File: src/rtl/duty_cycle_meter.sv
// Duty-cycle and period monitor for a clk-synchronous pulse train.
// Publishes per-period measurements, tolerance mismatch, lock, and sticky error/stuck flags.
module duty_cycle_meter #(
    parameter int unsigned CNT_W      = 16,
    parameter int unsigned EXP_HIGH   = 1,
    parameter int unsigned EXP_PERIOD = 4,
    parameter int unsigned TOL        = 0,
    parameter int unsigned LOCK_N     = 4
) (
    input  logic             clk,
    input  logic             reset,
    input  logic             sig_in,
    input  logic             clr,
    output logic             meas_valid,
    output logic [CNT_W-1:0] high_cnt,
    output logic [CNT_W-1:0] period_cnt,
    output logic             mismatch,
    output logic             locked,
    output logic             err_sticky,
    output logic             stuck,
    output logic             stuck_sticky
);

    localparam int unsigned LW = (LOCK_N < 1) ? 1 : $clog2(LOCK_N + 1);
    localparam logic [CNT_W-1:0] CNT_MAX = '1;
    localparam logic [CNT_W:0] EXP_HIGH_W = (CNT_W + 1)'(EXP_HIGH);
    localparam logic [CNT_W:0] EXP_PERIOD_W = (CNT_W + 1)'(EXP_PERIOD);
    localparam logic [CNT_W:0] TOL_W = (CNT_W + 1)'(TOL);
    localparam logic [LW-1:0] LOCK_MAX = LW'(LOCK_N);

    typedef enum logic [0:0] {StIdle, StRun} state_e;

    state_e           state_q, state_d;
    logic             sig_prev_q, sig_prev_d;
    logic [CNT_W-1:0] hi_acc_q, hi_acc_d;
    logic [CNT_W-1:0] per_acc_q, per_acc_d;
    logic             meas_valid_q, meas_valid_d;
    logic [CNT_W-1:0] high_cnt_q, high_cnt_d;
    logic [CNT_W-1:0] period_cnt_q, period_cnt_d;
    logic             mismatch_q, mismatch_d;
    logic [LW-1:0]    lock_cnt_q, lock_cnt_d;
    logic             locked_q, locked_d;
    logic             err_sticky_q, err_sticky_d;
    logic             stuck_q, stuck_d;
    logic             stuck_sticky_q, stuck_sticky_d;

    logic             rise;
    logic [CNT_W:0]   hi_w, per_w, hi_dev, per_dev;
    logic             meas_mismatch;

    // Deviation taken one bit wider than the counters so it never wraps.
    always_comb begin
        hi_w          = {1'b0, hi_acc_q};
        per_w         = {1'b0, per_acc_q};
        hi_dev        = (hi_w >= EXP_HIGH_W) ? (hi_w - EXP_HIGH_W) : (EXP_HIGH_W - hi_w);
        per_dev       = (per_w >= EXP_PERIOD_W) ? (per_w - EXP_PERIOD_W) : (EXP_PERIOD_W - per_w);
        meas_mismatch = (hi_dev > TOL_W) || (per_dev > TOL_W);
    end

    always_comb begin
        rise         = sig_in & ~sig_prev_q;
        sig_prev_d   = sig_in;
        state_d      = state_q;
        hi_acc_d     = hi_acc_q;
        per_acc_d    = per_acc_q;
        meas_valid_d = 1'b0;
        high_cnt_d   = high_cnt_q;
        period_cnt_d = period_cnt_q;
        mismatch_d   = 1'b0;
        lock_cnt_d   = lock_cnt_q;
        stuck_d      = 1'b0;

        unique case (state_q)
            StIdle: begin
                if (rise) begin
                    hi_acc_d  = CNT_W'(1);
                    per_acc_d = CNT_W'(1);
                    state_d   = StRun;
                end
            end
            StRun: begin
                if (rise) begin
                    meas_valid_d = 1'b1;
                    high_cnt_d   = hi_acc_q;
                    period_cnt_d = per_acc_q;
                    mismatch_d   = meas_mismatch;
                    hi_acc_d     = CNT_W'(1);
                    per_acc_d    = CNT_W'(1);
                    if (meas_mismatch) begin
                        lock_cnt_d = '0;
                    end else if (lock_cnt_q != LOCK_MAX) begin
                        lock_cnt_d = lock_cnt_q + LW'(1);
                    end
                end else if (per_acc_q == CNT_MAX) begin
                    // No rise for a full counter span: give up and wait to re-arm.
                    stuck_d    = 1'b1;
                    lock_cnt_d = '0;
                    state_d    = StIdle;
                end else begin
                    per_acc_d = per_acc_q + CNT_W'(1);
                    if (sig_in && (hi_acc_q != CNT_MAX)) begin
                        hi_acc_d = hi_acc_q + CNT_W'(1);
                    end
                end
            end
            default: state_d = StIdle;
        endcase

        locked_d       = (lock_cnt_d == LOCK_MAX);
        // A set in the same cycle as clr takes priority.
        err_sticky_d   = mismatch_d | (err_sticky_q & ~clr);
        stuck_sticky_d = stuck_d | (stuck_sticky_q & ~clr);
    end

    always_ff @(posedge clk or negedge reset) begin
        if (!reset) begin
            state_q        <= StIdle;
            sig_prev_q     <= 1'b1;
            hi_acc_q       <= '0;
            per_acc_q      <= '0;
            meas_valid_q   <= 1'b0;
            high_cnt_q     <= '0;
            period_cnt_q   <= '0;
            mismatch_q     <= 1'b0;
            lock_cnt_q     <= '0;
            locked_q       <= 1'b0;
            err_sticky_q   <= 1'b0;
            stuck_q        <= 1'b0;
            stuck_sticky_q <= 1'b0;
        end else begin
            state_q        <= state_d;
            sig_prev_q     <= sig_prev_d;
            hi_acc_q       <= hi_acc_d;
            per_acc_q      <= per_acc_d;
            meas_valid_q   <= meas_valid_d;
            high_cnt_q     <= high_cnt_d;
            period_cnt_q   <= period_cnt_d;
            mismatch_q     <= mismatch_d;
            lock_cnt_q     <= lock_cnt_d;
            locked_q       <= locked_d;
            err_sticky_q   <= err_sticky_d;
            stuck_q        <= stuck_d;
            stuck_sticky_q <= stuck_sticky_d;
        end
    end

    assign meas_valid   = meas_valid_q;
    assign high_cnt     = high_cnt_q;
    assign period_cnt   = period_cnt_q;
    assign mismatch     = mismatch_q;
    assign locked       = locked_q;
    assign err_sticky   = err_sticky_q;
    assign stuck        = stuck_q;
    assign stuck_sticky = stuck_sticky_q;

endmodule

File: config.mk
export PLATFORM = sky130hd
export DESIGN_NAME = duty_cycle_meter
export DESIGN_NICKNAME = d
export VERILOG_FILES = /design/src/rtl/duty_cycle_meter.sv
export SDC_FILE = /design/constraint.sdc
export NUM_CORES = 1
export LEC_CHECK = 0
export ABC_AREA = 1
export CAP_MARGIN = 30
export CORE_MARGIN = 2
export CORE_UTILIZATION = 50
export CTS_BUF_LIST = sky130_fd_sc_hd__clkbuf_8 sky130_fd_sc_hd__clkbuf_16
export CTS_CLUSTER_DIAMETER = 120
export CTS_CLUSTER_SIZE = 10
export DETAILED_ROUTE_END_ITERATION = 8
export PLACE_DENSITY = 0.82
export SKIP_CTS_REPAIR_TIMING = 1
export SLEW_MARGIN = 30
export SYNTH_ARGS = -nofsm -noshare
export SYNTH_HDL_FRONTEND = slang
export SYNTH_SLANG_ARGS = --single-unit
File: constraint.sdc
create_clock -name clk -period 3.2 [get_ports clk]
set_input_delay 0.32 -clock clk [delete_from_list [all_inputs] [get_ports clk]]
set_output_delay 0.32 -clock clk [all_outputs]
set_load 0.1 [all_outputs]
# --- Word-level counts from Yosys, hierarchy flattened ---
# Index checks and enable logic that the tools add are counted.
word_totals:
  ff_bits: 75
  latchBits: 0
  mem_bits_rw: 0
  romBits: 0
  wordCells: 69
  memories: 0
classes:
  n_addsub: 7
  mul: 0
  div: 0
  n_lt_le_gt_ge: 4
  eq_ne: 7
  n_shift: 0
  mux: 25
  bitwise_logic: 8
  reduce_logical: 5
ops:
  columns: ["op", "n"]
  rows:
  - ["$mux W16", 6]
  - ["$pmux W16 S2", 2]
  - ["$gt A17 B1 Y1 const B", 2]
  - ["$mux W17", 2]
  - ["$add A16 B1 Y16 const B", 2]
  - ["$sub A1 B16 Y17 const A", 1]
  - ["$sub A16 B1 Y17 const B", 1]
  - ["$sub A16 B3 Y17 const B", 1]
  - ["$sub A3 B16 Y17 const A", 1]
  - ["$eq A16 B16 Y1 const B", 1]
  - ["$ge A16 B1 Y1 const B", 1]
  - ["$ge A16 B3 Y1 const B", 1]
  - ["$ne A16 B16 Y1 const B", 1]
  - ["$mux W3", 5]
  - ["$mux W1", 9]
  - ["$ne A3 B3 Y1 const B", 2]
  - ["$reduce_and A2 Y1", 2]
  - ["$add A3 B1 Y3 const B", 1]
  - ["$and A1 B1 Y1", 3]
  - ["$eq A3 B3 Y1 const B", 1]
  - ["$ne A3 B1 Y1 const B", 1]
  - ["$not A1 Y1", 3]
  - ["$reduce_and A3 Y1", 1]
  - ["$ne A2 B2 Y1 const B", 1]
  - ["4 further kinds", 5]

# --- Logic depth before layout (Yosys ltp) ---
logic_depth:
  ltp_word: 8
  mapped_depth: 20

# --- Worst setup path after synthesis ---
# No wires, ideal clock.
synth_path:
  path_kind: "flip-flop to flip-flop"
  startpoint: "reg hi_acc_q[1]"
  endpoint: "reg locked_q (netlist: locked)"
  setup_ps: 119
  arrival_time_ps: 2039
  required_time_ps: 3081
  slack_ps: 1042
  path_stages_with_launch: 19
  n_path_buf: 0
  period_less_slack_ps: 2158
  cell_sequence: "dfrtp_1 -> inv_1 -> ha_1 -> nand2_1 -> nand2_1 -> nor2_2 -> nand2_1 -> nor2_4 -> nand2_2 -> nand2_1 -> nand2_1 -> nand2_1 -> nand2_1 -> nor2_1 -> nand3_1 -> nor2_2 -> nand2_1 -> o21ai_2 -> nor2_2"
synth_between:
  elab_chain_cells: 8
  word_cells_on_any_way: 10
synth_lines:
  columns: ["item", "line", "rtl"]
  rows:
  - ["start: declaration", "35", "logic [CNT_W-1:0] hi_acc_q, hi_acc_d;"]
  - ["start signal: assignment", "133", "hi_acc_q <= hi_acc_d;"]
  - ["$sub A1 B16 Y17, or another cell as far along", "55", "hi_dev = (hi_w >= EXP_HIGH_W) ? (hi_w - EXP_HIGH_W) : (EXP_HIGH_W - hi_w);"]
  - ["$mux W17 (*)", "55", null]
  - ["$gt A17 B1 Y1 (*)", "57", "meas_mismatch = (hi_dev > TOL_W) || (per_dev > TOL_W);"]
  - ["$logic_or A1 B1 Y1 (*)", "57", null]
  - ["$mux W3 (*)", "89", "if (meas_mismatch) begin"]
  - ["$mux W3 (*)", "82", "if (rise) begin"]
  - ["$mux W3 (*)", "73", "unique case (state_q)"]
  - ["named net lock_cnt_d[0]", "41", "logic [LW-1:0] lock_cnt_q, lock_cnt_d;"]
  - ["$eq A3 B3 Y1 (*)", "109", "locked_d = (lock_cnt_d == LOCK_MAX);"]
  - ["named net locked_d", "42", "logic locked_q, locked_d;"]
  - ["end signal: assignment", "140", "locked_q <= locked_d;"]
  - ["end: declaration", "42", null]
# Mark *: on every way through the listed nets, which the timed path passes. The rest lies on a longest branch.
# A chain may end at the register's enable or synchronous reset.

# --- Worst setup path after layout ---
# Same ends and word-level chain as after synthesis.

==> results.txt <==
outcome = finished, violations left
failing checks = hold timing
Final Cell Area = 0.00534 mm2
vias post-DR = 4,397
GR Util met1 = 37.2%
first-pass GRT wire length = 20,700 um
DRC = 0
Power Density = 734 mW/mm2
largest net degree at the start of global routing = 76
Top FF cell, synth = dfrtp_1
Die X = 100 um
Starting Density = 50.7%
CTS Sinks = 75
Seq. cell area = 0.00188 mm2
Mapped Cells = 628
CP endpoint kind = flop
Final Critical Period = 2620 ps
register area share after synthesis = 40.7%
WL per Instance = 15.9 um
clk_skew = 16.3 ps
Net Sw Frac = 47.0%
Post-synth EDFFs = 0
IO Count = 42
post-synth cell types = 39
Max Cap Viol = 0
# setup viols final = 0
DIE AREA = 0.0100 mm2
I/O Buffers = 41
Synth warnings = 0
CTS root buf = clkbuf_8
Worst-path clk slew = 90 ps
CTS tree = done
Final Hold Viols = 49
vias per inst = 5.59
Synth area leader = dfrtp_1
H-tree depth = 3
layout cell share with drive strength beyond 1 = 11.1%
nets = 691
Tcrit/Tclk final = 82.0%
Total Wirelength = 12,500 um
initial antenna violation count = 0
Max VDD drop = 0.000335 V
required time of the worst setup path = 3450 ps
non-filler cells, final = 787
GPL Wtd Cong = 0.996
Post-Syn Nets = 648
CP Max Fanout = 8
hpwl dp = 9310 um
Die Span Y = 100 um
initial DRC count = 374
Cells after DPL = 771
unrepaired setup endpoints after global routing = false
multi-input logic area = 0.00239 mm2
Pwr Total = 3920 uW
router iterations before antenna repair = 5
Hold WC Path Type = input pin to async pin
Fin Setup TNS = 0 ps
Seq pwr share = 28.3%
mapped cell area = 0.00462 mm2
Logic pwr share = 50.4%
fmax = 0.381 GHz
CTS max path bufs = 2
Antenna Cells = 0
worst-margin pin slew = 991 ps
clock share of power = 21.3%
placed cell areas = 0.00512 mm2
Startpoint Class = flop
pins over their slew limit = 0
Std-Cell Rows = 35
core area = 0.00911 mm2
total grt overflow = 0
area share of the leading cell type in the synthesized netlist = 40.1%
grt met2 use = 41.0%
async set-reset flop share out of synthesis = 100%
Synth Register Bits = 75
Area growth syn-to-layout = 15.7%
CTS Buf Count = 9
slew margin rel. = 33.7%
Fillers = 842
Syn Area/Cell = 7.35 um2
leakage power = 0.00267 uW
clock latency on the worst-skew pair = 360 ps
vias in the first global route = 4,203
top cells by area, synth = dfrtp_1 (40%), nand2_1 (13%), o21ai_0 (6.8%), nor2_1 (6.0%), inv_1 (5.2%)
worst hold margin = -35.2 ps
Crit Path Class = flop to flop
switching pwr = 1840 uW
Final ANT Viol Nets = 0
Arr. time, crit path = 2870 ps
internal power = 2080 uW
grt peak-use layer = met2
met3 usage = 5.15%
Tot GR Track Use = 26.4%
per-stage QoR:
step,util (%),setup slack [ps]
after floorplan,-,1040
after global placement,56.2,512
after detailed placement,56.2,493
after CTS,58.6,620
after global routing,58.7,367
final,58.7,577
power by group through the flow:
stage / combinational [uW] / clock [uW] / sequential, uW
2_1_floorplan: 1240 / 0 / 1390
3_3_place_gp: 1940 / 0 / 1120
3_5_place_dp: 1930 / 0 / 1130
4_1_cts: 1950 / 838 / 1110
5_1_grt: 2200 / 875 / 1120
6_report: 1980 / 836 / 1110
layout make-up:
| type | count | share of cell area (%) |
|---|---|---|
| well taps | 111 | 2.60 |
| multi-input cells | 464 | 44.7 |
| clock buffers | 9 | 2.32 |
| clock inverters | 7 | 1.76 |
| repair buffers | 43 | 7.98 |
| inverters | 78 | 5.48 |
| flip-flops and latches | 75 | 35.1 |
path summary, 6_finish.rpt:
kind                                         startpoint                   endpoint  slack [ps]  depth (start not counted)
worst min register to register  high_cnt[9]$_DFFE_PN0P_    high_cnt[9]$_DFFE_PN0P_         490                          2
worst max register to register  hi_acc_q[1]$_DFFE_PN0P_           locked$_DFF_PN0_         580                         17
worst min-delay path                              reset  period_cnt[3]$_DFFE_PN0P_         -40                          1
max in group asynchronous                         reset    high_cnt[6]$_DFFE_PN0P_        2770                          1
worst max-delay path            hi_acc_q[1]$_DFFE_PN0P_           locked$_DFF_PN0_         580                         17
min in group clk                                 sig_in       sig_prev_q$_DFF_PN1_         420                          1
cell families after synthesis:
group / count (synthesis) / share of synthesized area (%)
AO/OA/AOI/OAI: 102 / 11.8
XOR/XNOR: 15 / 2.85
adder cells (fa/ha/maj): 16 / 4.34
buffers and inverters: 89 / 7.56
flip-flops: 75 / 40.7
AND/OR/NAND/NOR: 331 / 32.8
cell usage after synthesis, types with 4 or more instances:
| cell | n |
|---|---|
| a21oi_1 | 25 |
| clkbuf_1 | 8 |
| dfrtp_1 | 74 |
| ha_1 | 16 |
| inv_1 | 64 |
| inv_2 | 14 |
| nand2_1 | 159 |
| nand2_2 | 10 |
| nand3_1 | 31 |
| nand3b_1 | 4 |
| nand4_1 | 12 |
| nor2_1 | 74 |
| nor2_2 | 15 |
| nor2_4 | 4 |
| nor3_1 | 8 |
| o21ai_0 | 63 |
| xor2_1 | 14 |
registers in the layout (all words and copies together), names as in the netlist:
register and count:
stuck_sticky 1, stuck 1, per_acc_q 16, err_sticky 1
state_q 1, locked 1, mismatch 1, sig_prev_q 1
hi_acc_q 16, meas_valid 1, lock_cnt_q 3, period_cnt 16
high_cnt 16
worst max-delay path: stages (launching register included):
cell and delay [ps]:
dfrtp_1 410, inv_1 250, ha_1 260, nand2_1 140, nor2_2 150, nand2_1 120
nor2_4 150, nand2_2 90, nand2_1 90, nand2_1 50, nand2_1 50, nand2_1 50
nor2_1 80, nand3_1 100, nor2_2 180, nand2_1 110, o21ai_2 170, nor2_2 50
placed cells by master, fill, tap and decap left out, types with 8 or more instances in the layout:
cell / count
clkbuf_8: 9
clkdlybuf4s50_1: 40
a21oi_1: 25
nand2_1: 159
nand2_2: 10
nor2_2: 15
xor2_1: 14
o21ai_0: 63
dfrtp_1: 74
inv_1: 64
nor3_1: 8
ha_1: 16
nor2_1: 74
nand3_1: 31
inv_2: 15
nand4_1: 12
routing by layer:
| metal | vias up | wire, um |
|---|---|---|
| li1 | 2108 | - |
| met1 | 2062 | 5680 |
| met2 | 202 | 5680 |
| met3 | 25 | 885 |
| met4 | 0 | 277 |
| met5 | - | 0 |
Note: power is estimated with default switching activity, not from simulation.
